===== src/rtl/rle_pkg.sv =====
// rle_pkg: shared default widths, run-limit helper and state encoding for the run-length encoder
package rle_pkg;
  localparam int DATA_W_DEF = 8;
  localparam int CNT_W_DEF = 3;
  localparam int TIMEOUT_DEF = 0;
  typedef logic [1:0] state_t;
  // bit 1 = output slot full, bit 0 = run open
  localparam state_t EMPTY = 2'b00;
  localparam state_t RUN = 2'b01;
  localparam state_t OUT = 2'b10;
  localparam state_t RUN_OUT = 2'b11;
  function automatic int max_run(input int cnt_w);
    return (1 << cnt_w) - 1;
  endfunction
endpackage


===== src/rtl/rle_encoder_if.sv =====
// rle_encoder_if: symbol input handshake, flush and (symbol, count) output handshake
// master: source/sink side (drives in_valid, in, flush, out_ready)
// slave: encoder side (drives in_ready, data, count, valid)
interface rle_encoder_if import rle_pkg::*; #(
  parameter int DATA_W = DATA_W_DEF,
  parameter int CNT_W = CNT_W_DEF
);
  logic in_valid;
  logic [DATA_W-1:0] in;
  logic in_ready;
  logic flush;
  logic [DATA_W-1:0] data;
  logic [CNT_W-1:0] count;
  logic valid;
  logic out_ready;
  modport master(output in_valid, in, flush, out_ready, input in_ready, data, count, valid);
  modport slave(input in_valid, in, flush, out_ready, output in_ready, data, count, valid);
endinterface


===== src/rtl/rle_out_slot.sv =====
// rle_out_slot: registered valid/ready output stage holding one (symbol, count) pair
// ports: clk, rst (async high); load/ld_data/ld_count fill the slot; out_ready drains it;
// data/count/valid are the registered outputs; slot_free says a load may happen this cycle
module rle_out_slot import rle_pkg::*; #(
  parameter int DATA_W = DATA_W_DEF,
  parameter int CNT_W = CNT_W_DEF
) (
  input  logic              clk,
  input  logic              rst,
  input  logic              load,
  input  logic [DATA_W-1:0] ld_data,
  input  logic [CNT_W-1:0]  ld_count,
  input  logic              out_ready,
  output logic [DATA_W-1:0] data,
  output logic [CNT_W-1:0]  count,
  output logic              valid,
  output logic              slot_free
);
  assign slot_free = !valid || out_ready;
  always_ff @(posedge clk or posedge rst)
    if (rst) begin
      data <= '0;
      count <= '0;
      valid <= 1'b0;
    end else begin
      if (load) begin
        data <= ld_data;
        count <= ld_count;
      end
      valid <= load || (valid && !out_ready);
    end
endmodule


===== src/rtl/rle_encoder.sv =====
// rle_encoder: run-length encoder emitting (symbol, run length) pairs with split, flush and idle timeout
// ports: clk, rst (async high); bus (rle_encoder_if.slave): in_valid/in/in_ready symbol input,
// flush level request, data/count/valid/out_ready registered run output
module rle_encoder import rle_pkg::*; #(
  parameter int DATA_W = DATA_W_DEF,
  parameter int CNT_W = CNT_W_DEF,
  parameter int TIMEOUT = TIMEOUT_DEF
) (
  input logic clk,
  input logic rst,
  rle_encoder_if.slave bus
);
  localparam logic [CNT_W-1:0] MAX = CNT_W'(max_run(CNT_W));
  localparam int TW = TIMEOUT > 0 ? $clog2(TIMEOUT + 1) : 1;
  logic act, act_d;
  logic [DATA_W-1:0] sym, sym_d, data_q;
  logic [CNT_W-1:0] cnt, cnt_d, count_q;
  logic [TW-1:0] tmr, tmr_d;
  logic vld, slot_free, rdy, acc, sat, tmo, extend, load, run_on;
  state_t state;
  assign state = {vld, act};
  assign run_on = state == RUN || state == RUN_OUT;
  always_ff @(posedge clk or posedge rst)
    if (rst) begin
      act <= 1'b0;
      sym <= '0;
      cnt <= '0;
      tmr <= '0;
    end else begin
      act <= act_d;
      sym <= sym_d;
      cnt <= cnt_d;
      tmr <= tmr_d;
    end
  // an accept in the same cycle as a timeout wins: the run is no longer idle
  always_comb begin
    act_d = acc || (run_on && !load);
    sym_d = acc ? bus.in : sym;
    cnt_d = acc ? (extend ? cnt + CNT_W'(1) : CNT_W'(1)) : (load ? '0 : cnt);
    tmr_d = (acc || load || !run_on) ? '0 : (sat ? tmr : tmr + TW'(1));
  end
  always_comb begin
    rdy = slot_free && !bus.flush;
    acc = bus.in_valid && rdy;
    sat = tmr == TW'(TIMEOUT);
    tmo = TIMEOUT > 0 && sat;
    extend = run_on && bus.in == sym && cnt != MAX;
    load = run_on && (acc ? !extend : (bus.flush || tmo) && slot_free);
  end
  rle_out_slot #(.DATA_W(DATA_W), .CNT_W(CNT_W)) u_slot (
    .clk(clk),
    .rst(rst),
    .load(load),
    .ld_data(sym),
    .ld_count(cnt),
    .out_ready(bus.out_ready),
    .data(data_q),
    .count(count_q),
    .valid(vld),
    .slot_free(slot_free)
  );
  assign bus.in_ready = rdy;
  assign bus.data = data_q;
  assign bus.count = count_q;
  assign bus.valid = vld;
endmodule

===== src/flat_wrapper.sv =====
// flat-port wrapper written by rule: the top's interface ports become plain ports
module rle_encoder_flat import rle_pkg::*;
#(
  parameter int DATA_W = DATA_W_DEF,
  parameter int CNT_W = CNT_W_DEF,
  parameter int TIMEOUT = TIMEOUT_DEF
)
  (clk, rst, bus_in_valid, bus_in, bus_flush, bus_out_ready, bus_in_ready, bus_data, bus_count, bus_valid);
  rle_encoder_if #(.DATA_W(DATA_W), .CNT_W(CNT_W)) bus_i ();
  input logic clk;
  input logic rst;
  input wire logic [$bits(bus_i.in_valid)-1:0] bus_in_valid;
  input wire logic [$bits(bus_i.in)-1:0] bus_in;
  input wire logic [$bits(bus_i.flush)-1:0] bus_flush;
  input wire logic [$bits(bus_i.out_ready)-1:0] bus_out_ready;
  output wire logic [$bits(bus_i.in_ready)-1:0] bus_in_ready;
  output wire logic [$bits(bus_i.data)-1:0] bus_data;
  output wire logic [$bits(bus_i.count)-1:0] bus_count;
  output wire logic [$bits(bus_i.valid)-1:0] bus_valid;
  assign bus_i.in_valid = bus_in_valid;
  assign bus_i.in = bus_in;
  assign bus_i.flush = bus_flush;
  assign bus_i.out_ready = bus_out_ready;
  assign bus_in_ready = bus_i.in_ready;
  assign bus_data = bus_i.data;
  assign bus_count = bus_i.count;
  assign bus_valid = bus_i.valid;
  rle_encoder #(.DATA_W(DATA_W), .CNT_W(CNT_W), .TIMEOUT(TIMEOUT)) u_core (.clk(clk), .rst(rst), .bus(bus_i));
endmodule

===== config.mk =====
export PLATFORM = sky130hd
export DESIGN_NAME = rle_encoder_flat
export DESIGN_NICKNAME = d
export VERILOG_FILES = /design/src/rtl/rle_pkg.sv /design/src/rtl/rle_encoder_if.sv /design/src/rtl/rle_out_slot.sv /design/src/rtl/rle_encoder.sv /design/src/flat_wrapper.sv
export SDC_FILE = /design/constraint.sdc
export NUM_CORES = 1
export LEC_CHECK = 0
export BUFFER_PORTS_ARGS = -buffer_cell sky130_fd_sc_hd__buf_2
export CAP_MARGIN = 20
export CORE_MARGIN = 3
export CORE_UTILIZATION = 43
export DETAILED_ROUTE_END_ITERATION = 10
export GPL_ROUTABILITY_DRIVEN = 0
export GPL_TIMING_DRIVEN = 0
export PLACE_DENSITY = 0.66
export REMOVE_ABC_BUFFERS = 1
export SYNTH_ARGS = -nofsm -noshare
export SYNTH_HDL_FRONTEND = slang
export SYNTH_SLANG_ARGS = --single-unit

===== constraint.sdc =====
create_clock -name clk -period 2.3 [get_ports clk]
set_input_delay 0.23 -clock clk [delete_from_list [all_inputs] [get_ports clk]]
set_output_delay 0.23 -clock clk [all_outputs]
set_load 0.03 [all_outputs]

After elaboration in Yosys (flattened, before gate mapping)

Index checks and enable logic that the tools add are counted.

Eq/ne operators: 4
$add $sub $neg: 1
Reduce and logical (&&, ||, !) cells: 18
Muxes and demuxes: 4

Operators with widths:

| operator                                                               | count |
|---|---|
| 3-bit 2-to-1 mux                                                       | 3 |
| 8-bit equality test                                                    | 1 |
| 1-bit logical AND                                                      | 8 |
| 1-bit zero test                                                        | 5 |
| 1-bit logical OR                                                       | 4 |
| 3-bit by 1-bit adder with 3-bit output (second input constant)         | 1 |
| 3-bit != test (second input constant)                                  | 1 |
| 2-bit by 1-bit equality test with 1-bit output (second input constant) | 1 |
| 2-bit equality test (second input constant)                            | 1 |
| 2-bit nonzero test                                                     | 1 |
| 1-bit 2-to-1 mux                                                       | 1 |

Output and inout port bits: 13
Register bits: 24
Input port bits: 13

Longest topological paths before layout

Gate-level depths: netlist of the first run.

Depth in word-level cells: 10
Gate-level depth with buffers: 7
Depth with buffers taken out: 6

Hierarchy

From an unflattened synthesis of the first run, not the netlist that was laid out.

Cells, all modules: 84
Area, all modules: 1153.6 um^2

By module, submodules not included:

| module       | cells an instance | area each (um^2) | instances |
|---|---|---|---|
| rle_encoder  | 57                | 668.1            | 1 |
| rle_out_slot | 27                | 485.5            | 1 |

Worst setup path after synthesis of the first run

No wires, ideal clock.

Kind: reg2reg
Start: reg u_core.u_slot.valid
End: reg u_core.sym[0]
Data arrival time: 1990 ps
Stages on the path, launching flop included: 6
Data required time: 2175 ps
Path slack: 186 ps
Buffers on the path: 1
Period minus slack after synthesis: 2114 ps
Cell sequence: dfrtp_1 nand2b_1 nor2b_1 and2_1 buf_2 mux2_2

Word-level cells in the longest chain between the ends: 4

RTL lines:

| element                  | line               | RTL |
|---|---|---|
| start: declaration       | rle_out_slot.sv:16 | `output logic valid,` |
| start signal: assignment | rle_out_slot.sv:30 | `valid <= load \|\| (valid && !out_ready);` |
| 1-bit zero test          | rle_out_slot.sv:19 | `assign slot_free = !valid \|\| out_ready;` |
| 1-bit logical OR         | rle_out_slot.sv:19 |  |
| 1-bit logical AND        | rle_encoder.sv:43  | `rdy = slot_free && !bus.flush;` |
| named net bus_in_ready   | flat_wrapper.sv:16 | `output wire logic [$bits(bus_i.in_ready)-1:0] bus_in_ready;` |
| 1-bit logical AND        | rle_encoder.sv:44  | `acc = bus.in_valid && rdy;` |
| end signal: assignment   | rle_encoder.sv:31  | `sym <= sym_d;` |
| end: declaration         | rle_encoder.sv:16  | `logic [DATA_W-1:0] sym, sym_d, data_q;` |

The timed path passes the listed nets, and every way through them passes these cells.
A chain may end at the register's enable or synchronous reset.

Worst setup path in the final report of the first run

Start: reg u_core.cnt[0]
End: reg u_core.u_slot.data[4]

Word-level cells in the longest chain between the ends: 5

RTL lines:

| element                  | line               | RTL |
|---|---|---|
| start: declaration       | rle_encoder.sv:17  | `logic [CNT_W-1:0] cnt, cnt_d, count_q;` |
| start signal: assignment | rle_encoder.sv:32  | `cnt <= cnt_d;` |
| 3-bit != test            | rle_encoder.sv:47  | `extend = run_on && bus.in == sym && cnt != MAX;` |
| 1-bit logical AND        | rle_encoder.sv:47  |  |
| 1-bit zero test          | rle_encoder.sv:48  | `load = run_on && (acc ? !extend : (bus.flush \|\| tmo) && slot_free);` |
| 1-bit 2-to-1 mux         | rle_encoder.sv:48  |  |
| 1-bit logical AND        | rle_encoder.sv:48  |  |
| end signal: assignment   | rle_out_slot.sv:27 | `data <= ld_data;` |
| end: declaration         | rle_out_slot.sv:14 | `output logic [DATA_W-1:0] data,` |

Every way passes these cells.

==> results_dict.tcl, run 1 <==
set metrics [dict create \
    drv_slew 0 \
    crit_type "register to register" \
    setup_tns_ps 0 \
    vdd_ir_drop_max_mv 0.589 \
    cpMaxStageDelayCell "dfrtp_1" \
    crit_family "compound AO/OA/AOI/OAI gates" \
    cts_tree "built" \
    drive_above_1_share 0.279 \
    cp_num_buf_inv 0 \
    finalPower_mw 1.33 \
    status "completed" \
    ant_nets 0 \
    crit_chain "ha_1 > ha_1 > nor3b_1 > nand3_2 > o21ba_2 > a21o_1" \
    cp-end-kind "register" \
    power_leakage_nw 0.731 \
    synth_top_family_by_area "compound AO/OA/AOI/OAI gates" \
    max_cap_viol_count 0 \
    first_pass_iters 4 \
    post-route-util 0.528 \
    ios 26 \
    startpoint "u_core.cnt[0]" \
    mostFrequentLayoutCells "26 x nand2_1, 25 x buf_2, 24 x dfrtp_1" \
    clockRootBuffer "clkbuf_4" \
    preCtsSetupSlack_ps 66.0 \
    place_hpwl_microns 1670 \
    worst_pin_slew_ps 983 \
    dp_cells 167 \
    timing.fmax_ghz 0.486 \
    crit_path_frequent_cell "ha_1" \
    final_area_sq_um 1360 \
    start_kind "register" \
    post_drt_wl_per_cell_microns 13.9 \
    clock_sinks 24 \
    clk_pin_slew_ps 130 \
    grt_pass1_vias 890 \
    ys_types 24 \
    syn_inst 117 \
    grt-ovfl-total 0 \
    synth-xor-area-share 0.0587 \
    syn_area_sq_um 1190 \
    synthAdderAreaFrac 0.0210 \
    reg2reg_depth 6 \
    fin_nets 157 \
    cts_buffer_depth 2 \
    fill_cells 240 \
    port_buffers 25 \
    finalClockSkew_ps 4.11 \
    clkLatencyLatePin_ps 310 \
    drt-total-wl_microns 2360 \
    grt_pass1_wl_microns 4010 \
    cpPeakStageDelay_ps 450 \
    rows 18 \
    instances_no_fill 170 \
    period_minus_slack_ps 2060 \
    synth_compound_area_frac 0.175 \
    die_height_microns 58.7 \
    reg2reg_to "u_core.u_slot.data[4]" \
    timing.hold.ws_ps 94.2 \
    drt_iter0_markers 31 \
    rsz0062_at_grt "no" \
    hp-class "primary input to async pin" \
    critPathCapture "u_core.u_slot.data[4]" \
    final_common_cell "nand2_1" \
    cts_setup_buffers 0 \
    antenna_found_initial 0 \
    vias 921 \
    diodes 0 \
    critPathRequiredTime_ps 2520 \
    htreeDepth 1 \
    cp.arrival_ps 2280 \
    p_per_area_nw_per_um2 979 \
    yosys-mux-area-fraction 0.0755 \
    drc 0 \
    coreArea_sq_um 2570 \
    crit_path_max_fanout 14 \
    grt_max_degree 25 \
    worst_slew_margin_rel 0.341 \
    avgSynthCellArea_sq_um 10.2 \
    ys_warn_count 0 \
    area_delta_synth_final_pct 13.6 \
    track_usage 0.153 \
    routed_via_density 5.42 \
    setup_viol 0 \
    die_w_microns 58.7 \
    path_depth 6 \
    dieArea_sq_um 3440 \
    fin_ws_ps 242 \
    yosysSeqAreaShare 0.503 \
    rrSetupSlack_ps 240 \
    cts-buffers-inserted 3 \
    r2r_start "u_core.cnt[0]" \
    report.final.hold_viol_count 0 \
    placed_area_sq_um 1330 \
    period_share 0.895 \
    start_util 0.465 \
    synth-simple-area-share 0.131 \
    ys_seq_elements 24 \
]
-- per-layer routing --
| metal | vias up | GRT usage | wire length [microns] |
|---|---|---|---|
| met5 | - | 0 | 0 |
| met4 | 0 | 0.0841 | 54 |
| met3 | 5 | 0.0263 | 117 |
| met2 | 24 | 0.263 | 1160 |
| met1 | 443 | 0.181 | 1030 |
| li1 | 449 | - | - |
-- where the power goes --
part	leakage [nW]	internal [mW]	switching, mW
combinational	0.420	0.191	0.328
sequential	0.298	0.534	0.0924
clock	0.0138	0.0613	0.121
total	0.731	0.786	0.541
-- logic make-up (layout without fill, tap and decap cells) --
logic type | after synthesis | after routing
AO/OA/AOI/OAI | 31 | 31
XOR/XNOR | 8 | 8
AND/OR/NAND/NOR | 35 | 35
flip-flops | 24 | 24
multiplexers | 8 | 8
buffers and inverters | 9 | 32
adder cells (fa/ha/maj) | 2 | 2
-- flip-flops by register name, indices dropped and copies added, names as in the netlist --
signal,flops
u_core.act,1
u_core.sym,8
u_core.u_slot.valid,1
u_core.u_slot.count,3
u_core.u_slot.data,8
u_core.cnt,3
-- synth_stat cells --
library cell	n	area, sq um
clkbuf_1	3	11.3
a32o_1	2	20.0
o21ai_0	12	60.1
xor2_1	8	70.1
buf_6	1	11.3
nor2b_1	1	6.26
nor3_1	1	5.00
inv_1	4	15.0
nand2_1	26	97.6
a311oi_1	1	8.76
buf_2	1	5.00
nor3b_1	1	7.51
nor4_2	1	12.5
nand2b_1	1	6.26
o21ba_1	1	10.0
o211ai_1	1	7.51
mux2_2	8	90.1
ha_1	2	25.0
a21o_1	12	90.1
nand3_1	3	15.0
a21oi_1	1	5.00
a21boi_0	1	7.51
and2_1	1	6.26
dfrtp_1	24	601
-- timing repair --
item                       4_1_cts  5_1_grt
gates resized for setup          0        2
setup endpoints to repair        0       11
hold buffers                     0        0
hold endpoints to repair         0        0
-- worst min path at each step --
stage	startpoint	end	slack (ps)	depth (start not counted)
5_1_grt	rst	u_core.u_slot.data[3]	160	2
6_report	rst	u_core.u_slot.count[1]	90	2
4_1_cts	rst	u_core.u_slot.count[2]	120	2
3_5_place_dp	rst	u_core.u_slot.data[5]	480	2
3_3_place_gp	rst	u_core.sym[5]	470	2
2_1_floorplan	rst	u_core.act	240	1
-- cell type report --
cell class / count / area (sq um) / area share
Clock buffer: 3 / 22.5 / 0.0166
Timing Repair Buffer: 25 / 125 / 0.0923
Tap cell: 30 / 37.5 / 0.0277
Multi-Input combinational cell: 84 / 556 / 0.410
Inverter: 4 / 15.0 / 0.0111
Sequential cell: 24 / 601 / 0.443
(Power assumes the default switching activity.)
==> run 2, diff against run 1 <==
ABC_AREA = 1   (was not set)
CELL_PAD_IN_SITES_DETAIL_PLACEMENT = 0   (was not set)
CELL_PAD_IN_SITES_GLOBAL_PLACEMENT = 2   (was not set)
CORE_UTILIZATION = 30   (was 43)
PLACE_DENSITY = not set   (was 0.66)
PLACE_DENSITY_LB_ADDON = 0.1   (was not set)
==> run 2 against run 1 <==
Worst setup slack improved by 110 ps. Power rose by 1.5%. Core utilization is 12 points lower.
==> results_dict.tcl, run 2 <==
set metrics [dict create \
    cts_tree "built" \
    min_from "bus_in[6]" \
    worst_slew_margin_rel 0.689 \
    synth_compound_area_frac 0.0649 \
    antenna_found_initial 0 \
    vdd_ir_drop_max_mv 0.338 \
    diodes 0 \
    reg2reg_to "u_core.u_slot.count[1]" \
    final_common_cell "nand2_1" \
    coreArea_sq_um 3520 \
    drv_slew 0 \
    mostFrequentLayoutCells "57 x nand2_1, 25 x buf_2, 24 x dfrtp_1" \
    rsz0062_at_grt "no" \
    cts-buffers-inserted 3 \
    die_height_microns 68.1 \
    port_buffers 25 \
    clockRootBuffer "clkbuf_8" \
    cp-end-kind "register" \
    synthAdderAreaFrac 0.0216 \
    finalClockSkew_ps 5.03 \
    hp-class "primary input to register" \
    max_cap_viol_count 0 \
    startpoint "u_core.cnt[0]" \
    status "completed" \
    period_minus_slack_ps 1950 \
    drive_above_1_share 0.208 \
    synth-simple-area-share 0.292 \
    ys_warn_count 0 \
    timing.fmax_ghz 0.513 \
    syn_inst 146 \
    post_drt_wl_per_cell_microns 11.1 \
    grt-ovfl-total 0 \
    gr-usage-met2 0.200 \
    critPathRequiredTime_ps 2500 \
    yosys-mux-area-fraction 0 \
    r2r_start "u_core.cnt[0]" \
    vias 956 \
    avgSynthCellArea_sq_um 7.93 \
    grt_pass1_vias 915 \
    clkLatencyLatePin_ps 260 \
    area_delta_synth_final_pct 22.9 \
    synth-xor-area-share 0.0151 \
    worst_pin_slew_ps 466 \
    grt_pass1_wl_microns 4030 \
    drt_iter0_markers 12 \
    cts_buffer_depth 2 \
    ys_types 18 \
    ctsResizeCount 0 \
    syn_area_sq_um 1160 \
    grt_use_met1 0.147 \
    finalPower_mw 1.35 \
    grt_max_degree 25 \
    ant_nets 0 \
    rrSetupSlack_ps 350 \
    drt-total-wl_microns 2430 \
    first_pass_iters 4 \
    synthDominantCellAreaShare 0.519 \
    setup_tns_ps 0 \
    p_per_area_nw_per_um2 947 \
    top_regs "u_core.sym: 8 flops, u_core.u_slot.data: 8 flops" \
    ys_async_sr_fraction 1.00 \
    busiest_layer "met2" \
    dieArea_sq_um 4640 \
    synthTopCellsByArea "dfrtp_1 52%, nand2_1 18%, inv_1 6.2%, nand3_1 5.6%, o21ai_0 3.5%" \
    synth_top_area_cell "dfrtp_1" \
    clock_sinks 24 \
    crit_type "register to register" \
    clk_pin_slew_ps 90 \
    drc 0 \
    whs_path_depth 3 \
    power_leakage_nw 0.823 \
    ys_seq_elements 24 \
    period_share 0.848 \
    yosysMostFrequentCell "nand2_1" \
    cp.arrival_ps 2150 \
    reg2reg_depth 11 \
    ios 26 \
    start_util 0.329 \
    fin_nets 189 \
    synth-main-ff-cell "dfrtp_1" \
    synth_edf_count 0 \
    track_usage 0.116 \
    use_met3 0.0197 \
    yosysSeqAreaShare 0.519 \
    min_to "u_core.sym[6]" \
    die_w_microns 68.1 \
    synth_top_family_by_area "simple AND/OR/NAND/NOR gates" \
    htreeDepth 1 \
    routed_via_density 4.37 \
    report.final.hold_viol_count 0 \
    crit_path_max_fanout 12 \
    rows 21 \
    setup_viol 0 \
    start_kind "register" \
    place_hpwl_microns 1820 \
    yosys-top-cells-count "57 x nand2_1, 24 x dfrtp_1, 19 x inv_1" \
]
==> run 2: timing repair <==
item,4_1_cts,5_1_grt
endpoints found under the hold margin,0,1
setup buffers,0,0
hold buffers,0,1
==> run 2: final cells by class <==
cell class,count,area (sq um)
inverter,20,75.1
multi-input combinational,98,455
clock inverter,1,30.0
tap,46,57.6
fill,392,2100
timing repair buffer,27,163
clock buffer,3,41.3
sequential,24,601
==> run 2: metrics by stage <==
step	setup WS, ps	util	hold slack [ps]	instance area, sq um	std cells
finish	350	0.404	200	1420	219
global route	145	0.404	209	1420	219
CTS	327	0.393	192	1390	217
detailed placement	356	0.373	454	1310	213
global placement	371	0.373	449	1310	213
floorplan	484	-	245	1130	142
==> run 2: cells by family after synthesis <==
family | count (synthesis)
adder cells (fa/ha/maj) | 2
buffers and inverters | 24
AND/OR/NAND/NOR | 81
flip-flops | 24
XOR/XNOR | 2
AO/OA/AOI/OAI | 13
==> run 2: power breakdown <==
group | switching (mW) | internal (mW) | total, mW | leakage (nW)
clock network | 0.133 | 0.232 | 0.366 | 0.0357
logic | 0.269 | 0.124 | 0.394 | 0.481
registers | 0.0729 | 0.515 | 0.588 | 0.306
==> run 2: metal layers <==
| layer | wire length [microns] | part of all wire | up-vias |
|---|---|---|---|
| li1 | - | - | 500 |
| met1 | 1190 | 0.49 | 438 |
| met2 | 1120 | 0.46 | 16 |
| met3 | 106 | 0.044 | 2 |
| met4 | 17 | 0.0070 | 0 |
| met5 | 0 | 0 | - |
==> run 2: worst max-delay path: stages (launching register included) <==
cell and delay [ps]:
dfrtp_1 420, ha_1 210, ha_1 170, inv_1 50, nand2_1 40, a21oi_1 140
nand3_1 110, o21bai_1 170, nand2_2 190, nand2_2 240, nand2_1 90, nand2_1 60
==> run 2: worst max path at each step <==
stage               cells after the start  slack, ps                     end
floorplan                               9        480  u_core.u_slot.count[0]
global placement                       11        370   u_core.u_slot.data[7]
detailed placement                     11        360  u_core.u_slot.count[1]
CTS                                    11        330  u_core.u_slot.count[1]
global route                           11        150   u_core.u_slot.data[5]
finish                                 11        350  u_core.u_slot.count[1]
==> run 3, diff against run 2 <==
clock period = 1.8 ns   (was 2.3 ns; I/O delays follow)
==> run 3 against run 2 <==
Clock skew about the same. Critical path depth decreased by 1. Cell area increased by 7.6%. Critical path type unchanged. Combinational power increased by 41%. Power increased by 32%. Non-clock buffer count increased by 2. First-iteration DRC count decreased by 42%.
==> results_dict.tcl, run 3 (synthesis gave the netlist of run 2 again) <==
set metrics [dict create \
    status "completed" \
    vias 991 \
    post_drt_wl_per_cell_microns 12.0 \
    ios 26 \
    max_cap_viol_count 0 \
    routed_via_density 4.44 \
    diodes 0 \
    fin_nets 193 \
    fin_ws_ps 68.1 \
    dp_cells 213 \
    rrSetupSlack_ps 70 \
    post-route-util 0.435 \
    grt_use_met1 0.165 \
    timing.hold.ws_ps 147 \
    grt_pass1_wl_microns 4320 \
    grt_max_degree 25 \
    mostFrequentLayoutCells "51 x nand2_1, 25 x buf_2, 23 x dfrtp_1" \
    drt_iter0_markers 7 \
    worst_slew_margin_rel 0.750 \
    report.final.hold_viol_count 0 \
    place_hpwl_microns 1820 \
    cts-buffers-inserted 3 \
    drc 0 \
    grt_pass1_vias 934 \
    antenna_found_initial 0 \
    preCtsSetupSlack_ps -144 \
    drive_above_1_share 0.305 \
    ant_nets 0 \
    htreeDepth 1 \
    grt-ovfl-total 0 \
    die_w_microns 68.1 \
    clkLatencyLatePin_ps 260 \
    setup_viol 0 \
    instances_no_fill 223 \
    track_usage 0.125 \
    top_regs "u_core.sym: 8 flops, u_core.u_slot.data: 8 flops" \
    final_area_sq_um 1530 \
    finalPower_mw 1.79 \
    power_leakage_nw 0.849 \
    coreArea_sq_um 3520 \
    start_kind "register" \
    port_buffers 25 \
    first_pass_iters 4 \
    fill_cells 387 \
    timing.fmax_ghz 0.577 \
    clockRootBuffer "clkbuf_8" \
    period_share 0.962 \
    drv_slew 0 \
    cp-end-kind "register" \
    area_delta_synth_final_pct 32.2 \
    finalClockSkew_ps 5.46 \
    clk_pin_slew_ps 90 \
    die_height_microns 68.1 \
    period_minus_slack_ps 1730 \
    start_util 0.329 \
    crit_path_max_fanout 7 \
    cts_buffer_depth 2 \
    p_per_area_nw_per_um2 1170 \
    placed_area_sq_um 1310 \
    setup_tns_ps 0 \
    cts_tree "built" \
    worst_pin_slew_ps 375 \
    use_met3 0.0197 \
    drt-total-wl_microns 2690 \
    rows 21 \
    cp.arrival_ps 1890 \
    dieArea_sq_um 4640 \
    clock_sinks 24 \
    hp-class "primary input to register" \
    crit_type "register to register" \
    busiest_layer "met2" \
    final_common_cell "nand2_1" \
    vdd_ir_drop_max_mv 0.433 \
    critPathRequiredTime_ps 1960 \
    gr-usage-met2 0.209 \
]
[run 3: changes by cell type in the layout (fill, tap and decap cells not counted), sizes merged]
cell   previous run  this run
buf              26        28
nand2            60        62
[run 3: critical path: stages, from the launching register on]
cell      delay (ps)
dfrtp_1          400
ha_2             210
ha_4             160
inv_2             40
nand2_2           40
a21oi_2          120
nand3_2          110
o21bai_4         210
nand2_4          140
nand2_4          140
nand2_1           50
[run 3: layer usage]
metal	vias to the layer above	wire length, microns
met4	0	26
met5	-	0
met2	18	1270
li1	512	-
met3	4	106
met1	457	1290
[run 3: power by group]
group | internal, mW | switching (mW)
combinational | 0.183 | 0.372
sequential | 0.659 | 0.104
clock | 0.297 | 0.171
total | 1.14 | 0.646
[run 3: timing repair]
action                     in CTS  in global routing
setup endpoints to repair      12                 15
pin swaps                       2                  5
buffers inserted                1                  1
hold buffers                    0                  1
gates cloned                    2                  0
gates resized for setup         7                 16
hold endpoints to repair        0                  1
[run 3: final cells by class]
class	instances	area [sq um]	share of cell area
clock inverters	1	30.0	0.0196
well taps	46	57.6	0.0376
repair buffers	29	178	0.116
flip-flops and latches	24	602	0.393
multi-input cells	100	547	0.357
inverters	20	75.1	0.0491
clock buffers	3	41.3	0.0270
[run 3: worst paths after layout]
| check | start | to | cells past startpoint |
|---|---|---|---|
| worst max-delay path | u_core.cnt[1] | u_core.u_slot.valid | 10 |
| worst min-delay path | bus_in[6] | u_core.sym[6] | 3 |
| worst max register to register | u_core.cnt[1] | u_core.u_slot.valid | 10 |
| worst min register to register | u_core.u_slot.count[0] | u_core.u_slot.count[0] | 2 |
| max in group asynchronous | rst | u_core.act | 4 |
| min in group asynchronous | rst | u_core.u_slot.data[4] | 3 |
